## src/rtl/adc_reader.sv

```systemverilog
// Serial ADC reader: frames a 16-bit read with cs_n/sclk, sampling adc_sdata on each sclk rise.
// adc_valid pulses 33*SCLK_HALF cycles after cs_n falls; adc_start is ignored while busy (no queueing).
module adc_reader #(
  parameter int SCLK_HALF = 2,
  parameter int QUIET_CYC = 4
) (
  input  logic        clk,
  input  logic        reset,
  input  logic        adc_start,
  input  logic        adc_sdata,
  output logic        adc_cs_n,
  output logic        adc_sclk,
  output logic [11:0] adc_data,
  output logic        adc_valid,
  output logic        adc_busy,
  output logic        lead_err
);

  typedef enum logic [1:0] {IDLE, CONV, QUIET} state_t;

  localparam logic [15:0] DIV_LAST   = 16'(SCLK_HALF - 1);
  localparam logic [15:0] QUIET_LAST = 16'(QUIET_CYC - 1);

  state_t      state_q, state_d;
  logic [15:0] cnt_q, cnt_d;
  logic [5:0]  edge_q, edge_d;
  logic [15:0] shift_q, shift_d;
  logic        cs_n_q, cs_n_d;
  logic        sclk_q, sclk_d;
  logic [11:0] data_q, data_d;
  logic        valid_q, valid_d;
  logic        lead_q, lead_d;

  always_ff @(posedge clk) begin
    if (reset) begin
      state_q <= IDLE;
      cnt_q   <= '0;
      edge_q  <= '0;
      shift_q <= '0;
      cs_n_q  <= 1'b1;
      sclk_q  <= 1'b1;
      data_q  <= '0;
      valid_q <= 1'b0;
      lead_q  <= 1'b0;
    end else begin
      state_q <= state_d;
      cnt_q   <= cnt_d;
      edge_q  <= edge_d;
      shift_q <= shift_d;
      cs_n_q  <= cs_n_d;
      sclk_q  <= sclk_d;
      data_q  <= data_d;
      valid_q <= valid_d;
      lead_q  <= lead_d;
    end
  end

  // cnt_q is the sclk half-period divider in CONV and the quiet-time counter in QUIET.
  always_comb begin
    state_d = state_q;
    cnt_d   = cnt_q;
    edge_d  = edge_q;
    shift_d = shift_q;
    cs_n_d  = cs_n_q;
    sclk_d  = sclk_q;
    data_d  = data_q;
    valid_d = 1'b0;
    lead_d  = lead_q;
    case (state_q)
      IDLE: begin
        if (adc_start) begin
          state_d = CONV;
          cs_n_d  = 1'b0;
          sclk_d  = 1'b1;
          cnt_d   = '0;
          edge_d  = '0;
          shift_d = '0;
        end
      end
      CONV: begin
        if (cnt_q == DIV_LAST) begin
          cnt_d  = '0;
          edge_d = edge_q + 6'd1;
          // Edges 1..32 toggle sclk; the 33rd closes the frame.
          if (edge_q == 6'd32) begin
            state_d = QUIET;
            cs_n_d  = 1'b1;
            sclk_d  = 1'b1;
            data_d  = shift_q[11:0];
            lead_d  = |shift_q[15:12];
            valid_d = 1'b1;
          end else begin
            sclk_d = ~sclk_q;
            if (!sclk_q) begin
              shift_d = {shift_q[14:0], adc_sdata};
            end
          end
        end else begin
          cnt_d = cnt_q + 16'd1;
        end
      end
      QUIET: begin
        if (cnt_q == QUIET_LAST) begin
          state_d = IDLE;
          cnt_d   = '0;
        end else begin
          cnt_d = cnt_q + 16'd1;
        end
      end
      default: state_d = IDLE;
    endcase
  end

  assign adc_cs_n  = cs_n_q;
  assign adc_sclk  = sclk_q;
  assign adc_data  = data_q;
  assign adc_valid = valid_q;
  assign adc_busy  = (state_q != IDLE);
  assign lead_err  = lead_q;

endmodule
```

## config.mk

```make
export PLATFORM = sky130hd
export DESIGN_NAME = adc_reader
export DESIGN_NICKNAME = d
export VERILOG_FILES = /design/src/rtl/adc_reader.sv
export SDC_FILE = /design/constraint.sdc
export NUM_CORES = 1
export LEC_CHECK = 0
export CAP_MARGIN = 20
export CORE_MARGIN = 8
export CORE_UTILIZATION = 58
export DETAILED_ROUTE_END_ITERATION = 8
export PLACE_DENSITY = 0.79
export SLEW_MARGIN = 20
export SYNTH_ARGS = -nofsm -noshare
export SYNTH_HDL_FRONTEND = slang
export SYNTH_SLANG_ARGS = --single-unit
```

## constraint.sdc

```tcl
create_clock -name clk -period 2.7 [get_ports clk]
set_input_delay 0.27 -clock clk [delete_from_list [all_inputs] [get_ports clk]]
set_output_delay 0.27 -clock clk [all_outputs]
set_load 0.005 [all_outputs]
```

==> impl_metrics.toml <==
[timing]
skew_ns = 0.0110
setup_viol = 0
post-route-period-util_pct = 86.9
tns_ns = 0
slew_viol_final = 0
fin_crit_ns = 2.35
hold_viol = 0
maxSlewHeadroom_pct = 59.6
hold_slack_ns = 0.480
rsz0062_at_grt = "false"
worst_pin_slew_ns = 0.605
timing.fmax_mhz = 426

[placement]
numPortBuffers = 20
gp_congestion = 0.863
dp_hpwl_um = 4510

[route]
antenna_left = 0
dr.pass1.iters = 4
drc = 0
vias = 2569
wl_per_cell_um = 15.4
viasPerCell = 6.10
wl_um = 6460
drtIter0Drc = 241

[setup_path]
crit_required_ns = 2.93
timing.critical_path.buf_inv = 1
slowest_stage = "nor3b_1"
worstPathMaxFanout = 16
crit_path_end_kind = "flop"
cp-start-kind = "flop"
cp.arrival_ns = 2.58
cpPeakStageDelay_ns = 0.52
critPathKind = "flop to flop"
crit_path_cell_trace = "ha_1, nor3b_1, a41oi_4, a211oi_4, buf_4, mux2i_1"
cpLargestDelayFamily = "compound AO/OA/AOI/OAI gates"

[global_routing]
grt_pass1_wl_um = 11200
grt_usage_pct = 17.8
grt_max_degree = 44
grt_pass1_vias = 2415
overflow = 0
antenna_found_initial = 0

[cells_and_area]
layout.nets = 363
areaGrowthSynthToFinish_pct = 12.5
n_antenna_cell = 0
drive_gt1_share_pct = 9.97

[die]
pin_count = 21
start_util_pct = 59.0
die-area_um2 = 7630
coreArea_um2 = 5010
dieWidth_um = 87.4
die_y_um = 87.4
rows = 26

[cts]
clockBufferDepth = 2
hold_buffers = 0
cts_setup_buffers = 0
cts_tree = "done"
cts_resized = 0
cts_made_buffers = 5
path_clk_slew_ns = 0.11
cts_num_sinks = 56
cts-htree-levels = 2
clock_latency_ns = 0.31
clockRootBuffer = "clkbuf_8"

[logic_synthesis]
synth_top_area_share_pct = 38.0
syn_inst = 335
yosys-top-cells-count = "dfxtp_1 (56), nand2_1 (38), nand3_1 (26)"
ys.flop_type = "dfxtp_1"
synth_most_common_cell = "dfxtp_1"
ys_ff_latch = 56
ys_seq_area_share_pct = 38.0
synthArstFlopShare_pct = 0
syn_nets = 348
yosysTopAreaCell = "dfxtp_1"
ys_types = 46
postSynthAreaPerCell_um2 = 8.82
synth_area_leaders = "dfxtp_1 (38%), mux2i_1 (7.5%), nand2_1 (4.8%)"
yosys_warnings = 0
synth-edff-count = 0
netlist_area_um2 = 2950

[power]
ir_drop_mv = 0.447
finalPower_mw = 2.02
p_per_area_nw_per_um2 = 607
leakagePower_nw = 1.04

[job]
drv_cap = 0

[hold_path]
holdCritPathClass = "flop to flop"

[status]
status = "finished, final reports clean"
[cells by family (layout without fill, tap and decap cells)]
kind of cell,Yosys count,in the layout,synth area share [%]
simple gates,134,134,26.3
buf+inv,38,54,5.42
compound gates,71,71,17.5
mux,22,22,7.45
fa+ha+maj,9,9,3.81
flops,56,56,38.0
xor+xnor,5,5,1.48
[power by group]
part | internal, mW | switching (mW)
Clock | 0.191 | 0.294
Sequential | 0.852 | 0.0276
Combinational | 0.265 | 0.390
[layer usage]
metal | up-vias | part of all wire, % | GRT usage (%)
li1 | 1267 | - | -
met1 | 1242 | 48 | 23.3
met2 | 56 | 47 | 29.3
met5 | - | 0 | 0
met4 | 0 | 0.82 | 4.53
met3 | 4 | 4.5 | 3.21
[cell usage in the layout (no fill, tap or decap), types with 7 or more instances in the layout]
cell / n
nand4_1: 16
ha_1: 9
dfxtp_1: 56
nor3_1: 8
buf_4: 13
nand2_1: 38
inv_1: 12
a21oi_1: 17
o21ai_0: 21
mux2i_1: 22
or3_1: 10
nand3_1: 26
clkdlybuf4s50_1: 20
nor2_1: 7
[worst reg2reg max path, delay by kind of cell (launching register included)]
family / cells / cell delay, ns
flip-flops: 1 / 0.45
AND/OR/NAND/NOR: 1 / 0.52
multiplexers: 1 / 0.24
buffers and inverters: 1 / 0.31
adder cells (fa/ha/maj): 1 / 0.20
AO/OA/AOI/OAI: 2 / 0.57
[metrics by stage]
| stage | util, % | cell area [µm²] | cells | setup slack [ns] |
|---|---|---|---|---|
| 2_1_floorplan | - | 2950 | 335 | 0.526 |
| 3_3_place_gp | 64.4 | 3230 | 413 | 0.459 |
| 3_5_place_dp | 64.4 | 3230 | 413 | 0.374 |
| 4_1_cts | 66.4 | 3320 | 421 | 0.333 |
| 5_1_grt | 66.4 | 3320 | 421 | 0.191 |
| 6_report | 66.4 | 3320 | 421 | 0.355 |
[worst paths after layout]
kind / from / end / slack [ns] / cells after the start
setup / recovery: cnt_q[0] / shift_q[15] / 0.35 / 6
hold / removal: adc_data[1] / adc_data[1] / 0.48 / 2
setup reg to reg: cnt_q[0] / shift_q[15] / 0.35 / 6
hold reg to reg: adc_data[1] / adc_data[1] / 0.48 / 2
[state kept, by name, indices dropped and copies added, names as in the netlist]
signal     count
shift_q       16
cnt_q         16
adc_valid      1
lead_err       1
adc_sclk       1
adc_cs_n       1
state_q        2
edge_q         6
adc_data      12
[area by class of cell]
cell class | count | area, µm²
Fill cell | 437 | 1690
Multi-Input combinational cell | 241 | 1670
Sequential cell | 56 | 1120
Timing Repair Buffer | 33 | 298
Tap cell | 70 | 87.6
Clock buffer | 5 | 68.8
Inverter | 13 | 48.8
Clock inverter | 3 | 27.5
(Power assumes the default switching activity.)
